File: src/rtl/button_conditioner.sv
// Push-button conditioner: per-channel 2-FF synchroniser, counter debouncer,
// press/release strobes and hold auto-repeat. All outputs are registered.
module button_conditioner #(
   parameter int NUM_BUTTONS         = 3,
   parameter int DEBOUNCE_CYCLES     = 1_000_000,
   parameter int REPEAT_DELAY_CYCLES = 25_000_000,
   parameter int REPEAT_RATE_CYCLES  = 5_000_000,
   parameter bit KEY_ACTIVE_LOW      = 1'b1
) (
   input  logic                   clk_clk,
   input  logic                   reset_reset_n,
   input  logic [NUM_BUTTONS-1:0] key_raw,
   output logic [NUM_BUTTONS-1:0] buttons_export,
   output logic [NUM_BUTTONS-1:0] press_pulse,
   output logic [NUM_BUTTONS-1:0] release_pulse,
   output logic [NUM_BUTTONS-1:0] repeat_pulse
);

   localparam int DB_W     = $clog2(DEBOUNCE_CYCLES + 1);
   localparam int HOLD_MAX = ((REPEAT_DELAY_CYCLES > REPEAT_RATE_CYCLES) ?
                              REPEAT_DELAY_CYCLES : REPEAT_RATE_CYCLES) - 1;
   localparam int HOLD_W   = (HOLD_MAX < 1) ? 1 : $clog2(HOLD_MAX + 1);

   localparam logic [DB_W-1:0]        DB_ONE     = DB_W'(1);
   localparam logic [DB_W-1:0]        DB_DONE    = DB_W'(DEBOUNCE_CYCLES);
   localparam logic [HOLD_W-1:0]      HOLD_ONE   = HOLD_W'(1);
   localparam logic [HOLD_W-1:0]      DELAY_LAST = HOLD_W'(REPEAT_DELAY_CYCLES - 1);
   localparam logic [HOLD_W-1:0]      RATE_LAST  = HOLD_W'(REPEAT_RATE_CYCLES - 1);
   localparam logic [NUM_BUTTONS-1:0] IDLE_LVL   = {NUM_BUTTONS{KEY_ACTIVE_LOW}};

   typedef enum logic [1:0] {
      RELEASED,
      PRESS_PEND,
      PRESSED,
      RELEASE_PEND
   } state_e;

   logic [NUM_BUTTONS-1:0] sync1_q, sync1_d;
   logic [NUM_BUTTONS-1:0] sync2_q, sync2_d;
   logic [NUM_BUTTONS-1:0] pressed_s;

   always_comb begin
      sync1_d   = key_raw;
      sync2_d   = sync1_q;
      pressed_s = sync2_q ^ IDLE_LVL;
   end

   // NOTE: reset is sampled on the clock edge, so it lives inside the
   // clocked branch; sequential state is always written with <=.
   always_ff @(posedge clk_clk) begin
      if (!reset_reset_n) begin
         sync1_q <= IDLE_LVL;
         sync2_q <= IDLE_LVL;
      end else begin
         sync1_q <= sync1_d;
         sync2_q <= sync2_d;
      end
   end

   for (genvar g = 0; g < NUM_BUTTONS; g++) begin : g_chan
      state_e            state_q, state_d;
      logic [DB_W-1:0]   db_cnt_q, db_cnt_d;
      logic [HOLD_W-1:0] hold_cnt_q, hold_cnt_d;
      logic              first_done_q, first_done_d;
      logic              level_q, level_d;
      logic              press_q, press_d;
      logic              release_q, release_d;
      logic              repeat_q, repeat_d;
      logic              s;

      // NOTE: every always_comb output gets a default first so no path
      // leaves a variable unassigned and infers a latch.
      always_comb begin
         s         = pressed_s[g];
         state_d   = state_q;
         db_cnt_d  = db_cnt_q;
         press_d   = 1'b0;
         release_d = 1'b0;
         unique case (state_q)
            RELEASED: begin
               if (s) begin
                  state_d  = PRESS_PEND;
                  db_cnt_d = DB_ONE;
               end
            end
            PRESS_PEND: begin
               if (!s) begin
                  state_d  = RELEASED;
                  db_cnt_d = '0;
               end else if (db_cnt_q == DB_DONE) begin
                  state_d  = PRESSED;
                  db_cnt_d = '0;
                  press_d  = 1'b1;
               end else begin
                  db_cnt_d = db_cnt_q + DB_ONE;
               end
            end
            PRESSED: begin
               if (!s) begin
                  state_d  = RELEASE_PEND;
                  db_cnt_d = DB_ONE;
               end
            end
            RELEASE_PEND: begin
               if (s) begin
                  state_d  = PRESSED;
                  db_cnt_d = '0;
               end else if (db_cnt_q == DB_DONE) begin
                  state_d   = RELEASED;
                  db_cnt_d  = '0;
                  release_d = 1'b1;
               end else begin
                  db_cnt_d = db_cnt_q + DB_ONE;
               end
            end
            default: begin
               state_d  = RELEASED;
               db_cnt_d = '0;
            end
         endcase

         level_d = (state_d == PRESSED) || (state_d == RELEASE_PEND);

         // Hold timer runs only while the committed level is pressed; a
         // release commit clears it and swallows any repeat due that cycle.
         hold_cnt_d   = hold_cnt_q;
         first_done_d = first_done_q;
         repeat_d     = 1'b0;
         if (!level_q || release_d) begin
            hold_cnt_d   = '0;
            first_done_d = 1'b0;
         end else if (hold_cnt_q == (first_done_q ? RATE_LAST : DELAY_LAST)) begin
            hold_cnt_d   = '0;
            first_done_d = 1'b1;
            repeat_d     = 1'b1;
         end else begin
            hold_cnt_d = hold_cnt_q + HOLD_ONE;
         end
      end

      always_ff @(posedge clk_clk) begin
         if (!reset_reset_n) begin
            state_q      <= RELEASED;
            db_cnt_q     <= '0;
            hold_cnt_q   <= '0;
            first_done_q <= 1'b0;
            level_q      <= 1'b0;
            press_q      <= 1'b0;
            release_q    <= 1'b0;
            repeat_q     <= 1'b0;
         end else begin
            state_q      <= state_d;
            db_cnt_q     <= db_cnt_d;
            hold_cnt_q   <= hold_cnt_d;
            first_done_q <= first_done_d;
            level_q      <= level_d;
            press_q      <= press_d;
            release_q    <= release_d;
            repeat_q     <= repeat_d;
         end
      end

      assign buttons_export[g] = level_q;
      assign press_pulse[g]    = press_q;
      assign release_pulse[g]  = release_q;
      assign repeat_pulse[g]   = repeat_q;
   end

endmodule

File: config.mk
export PLATFORM = sky130hd
export DESIGN_NAME = button_conditioner
export DESIGN_NICKNAME = d
export VERILOG_FILES = /design/src/rtl/button_conditioner.sv
export SDC_FILE = /design/constraint.sdc
export NUM_CORES = 1
export LEC_CHECK = 0
export ABC_AREA = 0
export BUFFER_PORTS_ARGS = -buffer_cell sky130_fd_sc_hd__buf_2
export CORE_UTILIZATION = 40
export CTS_CLUSTER_DIAMETER = 60
export CTS_CLUSTER_SIZE = 30
export DETAILED_ROUTE_END_ITERATION = 10
export SLEW_MARGIN = 25
export SYNTH_ARGS = -nofsm -noshare
export SYNTH_HDL_FRONTEND = slang
export SYNTH_SLANG_ARGS = --single-unit
export TNS_END_PERCENT = 1
File: constraint.sdc
create_clock -name clk_clk -period 2.3 [get_ports clk_clk]
set_input_delay 0 -clock clk_clk [delete_from_list [all_inputs] [get_ports clk_clk]]
set_output_delay 0 -clock clk_clk [all_outputs]
set_load 0.05 [all_outputs]
==> impl_metrics.xml <==
<?xml version="1.0" encoding="UTF-8"?>
<metrics>
  <group name="outcome">
    <metric name="run_status" unit="">finished, final reports clean</metric>
  </group>
  <group name="cts">
    <metric name="postCtsSetupBuffers" unit="">0</metric>
    <metric name="htreeDepth" unit="">4</metric>
    <metric name="worst_skew_pair.late_latency" unit="ns">0.43</metric>
    <metric name="cts.path.max_buffers" unit="">2</metric>
    <metric name="worst_setup_hold_path_clk_slew" unit="ns">0.07</metric>
    <metric name="cts_num_sinks" unit="">162</metric>
    <metric name="post_cts_hold_buffer_count" unit="">3</metric>
    <metric name="cts_root_buffer" unit="">clkbuf_16</metric>
    <metric name="tritoncts_clock_tree" unit="">yes</metric>
    <metric name="cts_repair_resize_count" unit="">0</metric>
    <metric name="numCtsBuffers" unit="">17</metric>
  </group>
  <group name="final_layout">
    <metric name="post-route-util" unit="">0.467</metric>
    <metric name="cell_count_final_fillers_out" unit="">1164</metric>
    <metric name="synthToLayoutAreaGrowth" unit="%">14.2</metric>
    <metric name="multi_input_comb_area" unit="mm^2">0.00410</metric>
    <metric name="antenna_cells" unit="">0</metric>
    <metric name="fillerInstances" unit="">1803</metric>
    <metric name="nNetsFinal" unit="">931</metric>
    <metric name="seqCellArea" unit="mm^2">0.00324</metric>
    <metric name="post_route_cells_drive_above_1_share" unit="">0.129</metric>
  </group>
  <group name="critical_path">
    <metric name="worst-endpoint-required" unit="ns">2.59</metric>
    <metric name="setup.worst_path.end" unit="">g_chan[1].db_cnt_q[19]</metric>
    <metric name="worst_path_max_delay_cell" unit="">or4b_1</metric>
    <metric name="flop_to_flop_setup_slack" unit="ns">0.16</metric>
    <metric name="crit_path_max_incr_delay" unit="ns">0.54</metric>
    <metric name="arrival" unit="ns">2.42</metric>
    <metric name="crit_start" unit="">g_chan[1].db_cnt_q[15]</metric>
    <metric name="worst_setup_path_start_kind" unit="">flip-flop</metric>
    <metric name="reg2reg_depth" unit="">6</metric>
    <metric name="reg2reg_to" unit="">g_chan[1].db_cnt_q[19]</metric>
    <metric name="crit_path_cell_trace" unit="">or4b_1 -&gt; nor4_2 -&gt; a2111oi_4 -&gt; buf_12 -&gt; a41oi_1 -&gt; a31oi_1</metric>
    <metric name="crit_buf_inv" unit="">1</metric>
    <metric name="worst_path_dominant_cell_family" unit="">simple AND/OR/NAND/NOR gates</metric>
    <metric name="kind_of_end_point_of_the_critical_path" unit="">flip-flop</metric>
    <metric name="timing.critical_path.depth" unit="">6</metric>
    <metric name="critical_path.max_fanout" unit="">21</metric>
    <metric name="path_class" unit="">reg -&gt; reg</metric>
    <metric name="worst_r2r_startpoint" unit="">g_chan[1].db_cnt_q[15]</metric>
  </group>
  <group name="routing">
    <metric name="vias_per_cell" unit="">5.21</metric>
    <metric name="drt_iter0_markers" unit="">286</metric>
    <metric name="remaining_drc_errors" unit="">0</metric>
    <metric name="antenna_violating_nets_post_route" unit="">0</metric>
    <metric name="wirelength" unit="um">15300</metric>
    <metric name="routed_wire_length_per_instance" unit="um">13.1</metric>
    <metric name="drt-pass1-iter-count" unit="">5</metric>
    <metric name="route.vias.total" unit="">6069</metric>
  </group>
  <group name="die">
    <metric name="die_boundary_width" unit="um">140</metric>
    <metric name="die_area" unit="mm^2">0.0197</metric>
    <metric name="core_region_area" unit="mm^2">0.0187</metric>
    <metric name="die_h" unit="um">140</metric>
    <metric name="io_pins" unit="">17</metric>
    <metric name="floorplan.initialDensity" unit="">0.409</metric>
    <metric name="std_cell_rows" unit="">50</metric>
  </group>
  <group name="synthesis">
    <metric name="synth_edf_count" unit="">0</metric>
    <metric name="synth.area.top_cells" unit="">dfxtp_1 42%, xnor2_1 8.6%, nor2_1 5.7%, nand3_1 3.7%, nand2_1 3.2%</metric>
    <metric name="async_flop_share" unit="">0</metric>
    <metric name="synth-main-ff-cell" unit="">dfxtp_1</metric>
    <metric name="syn_nets" unit="">898</metric>
    <metric name="synth.avg_cell_area" unit="um^2">8.66</metric>
    <metric name="number_of_distinct_library_cells_after_synthesis" unit="">63</metric>
    <metric name="yosys_top_cell_area_share" unit="">0.424</metric>
    <metric name="post_synth_inst_count" unit="">884</metric>
    <metric name="synth.cell_area" unit="mm^2">0.00765</metric>
    <metric name="synth_top_area_cell" unit="">dfxtp_1</metric>
    <metric name="yosysSeqAreaShare" unit="">0.424</metric>
    <metric name="flop_and_latch_count_out_of_synthesis" unit="">162</metric>
    <metric name="ys_warn_count" unit="">0</metric>
  </group>
  <group name="sta">
    <metric name="rsz0062_at_grt" unit="">no</metric>
    <metric name="fmax" unit="GHz">0.468</metric>
    <metric name="setup_viol_count_final" unit="">0</metric>
    <metric name="setup_total_negative_slack" unit="ns">0</metric>
    <metric name="report.final.slew_viol_count" unit="">0</metric>
    <metric name="finalWorstPathRequiredPeriod" unit="ns">2.14</metric>
    <metric name="max-slew-margin-rel" unit="">0.381</metric>
    <metric name="post_route_fraction_of_the_period_consumed_by_the_critical_path" unit="">0.929</metric>
    <metric name="final_report_hold_violation_count" unit="">0</metric>
    <metric name="timing_worst_slew_pin_value" unit="ns">0.926</metric>
    <metric name="clock_skew" unit="ns">0.0116</metric>
    <metric name="finalWorstSetupSlack" unit="ns">0.164</metric>
  </group>
  <group name="power">
    <metric name="cellInternalPower" unit="mW">4.49</metric>
    <metric name="p_sw_frac" unit="">0.219</metric>
    <metric name="totalPowerFinal" unit="mW">5.75</metric>
    <metric name="switchingPower" unit="mW">1.26</metric>
    <metric name="share_comb_of_total_power" unit="">0.016</metric>
    <metric name="vdd_ir_drop_max" unit="uV">493</metric>
    <metric name="total_leakage_power" unit="nW">2.81</metric>
    <metric name="power_density_over_cell_area" unit="mW/mm^2">657</metric>
    <metric name="power_frac_seq" unit="">0.491</metric>
    <metric name="power_frac_clock" unit="">0.493</metric>
  </group>
  <group name="hold_path">
    <metric name="min_path_cells" unit="">3</metric>
    <metric name="min-delay-path-class" unit="">in -&gt; reg</metric>
  </group>
  <group name="placed_design">
    <metric name="detailed_place_hpwl" unit="um">10700</metric>
    <metric name="place_congestion" unit="">0.830</metric>
    <metric name="cell_count_post_placement" unit="">1129</metric>
    <metric name="worst_slack_placed" unit="ns">0.164</metric>
    <metric name="buffer_ports.inserted" unit="">16</metric>
  </group>
  <group name="job">
    <metric name="cap_violations" unit="">0</metric>
  </group>
  <group name="global_routing">
    <metric name="first_global_vias" unit="">5641</metric>
    <metric name="globalRoute.totalOverflow" unit="">0</metric>
    <metric name="grt_start_max_net_pins" unit="">26</metric>
    <metric name="number_of_antenna_violations_at_the_first_check_in_global_routing" unit="">0</metric>
    <metric name="grt_pass1_wl" unit="um">26900</metric>
    <metric name="grt_usage" unit="">0.168</metric>
  </group>
</metrics>
[synth_stat cells (4+ instances only)]
master     count
a21oi_1       26
a22o_1         9
a31oi_1       17
a41oi_1        4
and2_1         8
and3_1        20
and4_1        15
buf_2          9
buf_4         13
clkbuf_1      13
dfxtp_1      162
ha_1           9
inv_1         31
mux2i_1        4
nand2_1       66
nand2b_1      13
nand3_1       57
nand4_1       34
nor2_1       117
nor2_2        20
nor3_1        36
nor4_1        17
nor4b_1        8
o2111ai_1      4
o21ai_0       17
xnor2_1       75
xor2_1        26
[layout by cell type, fill, tap and decap left out, drive strengths merged, types with 4 or more instances in the layout]
cell      count
buf          49
clkbuf       19
and3         21
nor3         36
a41oi         4
mux2i         4
o2111ai       5
a21oi        26
a31oi        17
inv          36
a22o          9
ha            9
clkinvlp      4
nor2        137
and2          8
o21ai        18
nor4b         8
nand2b       13
nand3        58
xnor2        75
and4         16
nor4         20
nand2        66
or4b          5
xor2         26
dfxtp       162
nand4        34
[worst min-delay path, stage by stage]
cell	delay, ns
buf_2	0.11
buf_4	0.22
nand2b_1	0.10
[stage by stage]
stage,hold WS [ns],area [um^2]
after detailed placement,0.202,8120
after floorplan,0.101,7650
after global routing,0.0377,8740
after CTS,0.0167,8740
after global placement,0.210,8110
final,0.0343,8740
[routing by layer]
| layer | wire (um) | track usage |
|---|---|---|
| met2 | 6700 | 0.259 |
| met3 | 479 | 0.0400 |
| met5 | 0 | 0 |
| met1 | 7960 | 0.230 |
| met4 | 132 | 0.0532 |
[layout make-up]
type / count / area share
clock inverter: 13 / 0.0169
timing repair buffer: 52 / 0.0452
clock buffer: 19 / 0.0507
sequential: 162 / 0.371
tap: 234 / 0.0335
inverter: 32 / 0.0137
multi-input combinational: 652 / 0.469
[logic make-up (layout without fill, tap and decap cells)]
family	count (synthesis)	count (layout)	share of synthesized area
xor gates and xnor gates	101	101	0.116
buffers and inverters	70	116	0.0443
DFF	162	162	0.424
and+or+nand+nor	442	442	0.310
AOI/OAI and AO/OA	96	96	0.0865
adders and majority gates	9	9	0.0147
muxes	4	4	0.00523
[power groups by stage]
stage	clock network, mW	logic (mW)	registers [mW]
finish	2.83	0.0944	2.82
floorplan	0	0.0568	2.88
global placement	0	0.0907	2.89
CTS	2.92	0.0953	2.82
detailed placement	0	0.0912	2.89
global route	3.06	0.105	2.82
[sequential cells by signal (all words and copies together), names as in the netlist]
register and flops:
g_chan.hold_cnt_q 75, g_chan.db_cnt_q 60, g_chan.state_q 6, g_chan.first_done_q 3, g_chan.level_q 3, g_chan.press_q 3, g_chan.release_q 3, g_chan.repeat_q 3
sync1_q 3, sync2_q 3
[worst min path at each step]
stage | from | to
after global routing | reset_reset_n | sync1_q[2]
after global placement | key_raw[2] | sync1_q[2]
after detailed placement | key_raw[0] | sync1_q[0]
final | reset_reset_n | sync1_q[2]
after CTS | reset_reset_n | sync1_q[2]
after floorplan | key_raw[0] | sync1_q[0]
Power figures use the tool's default switching activity.
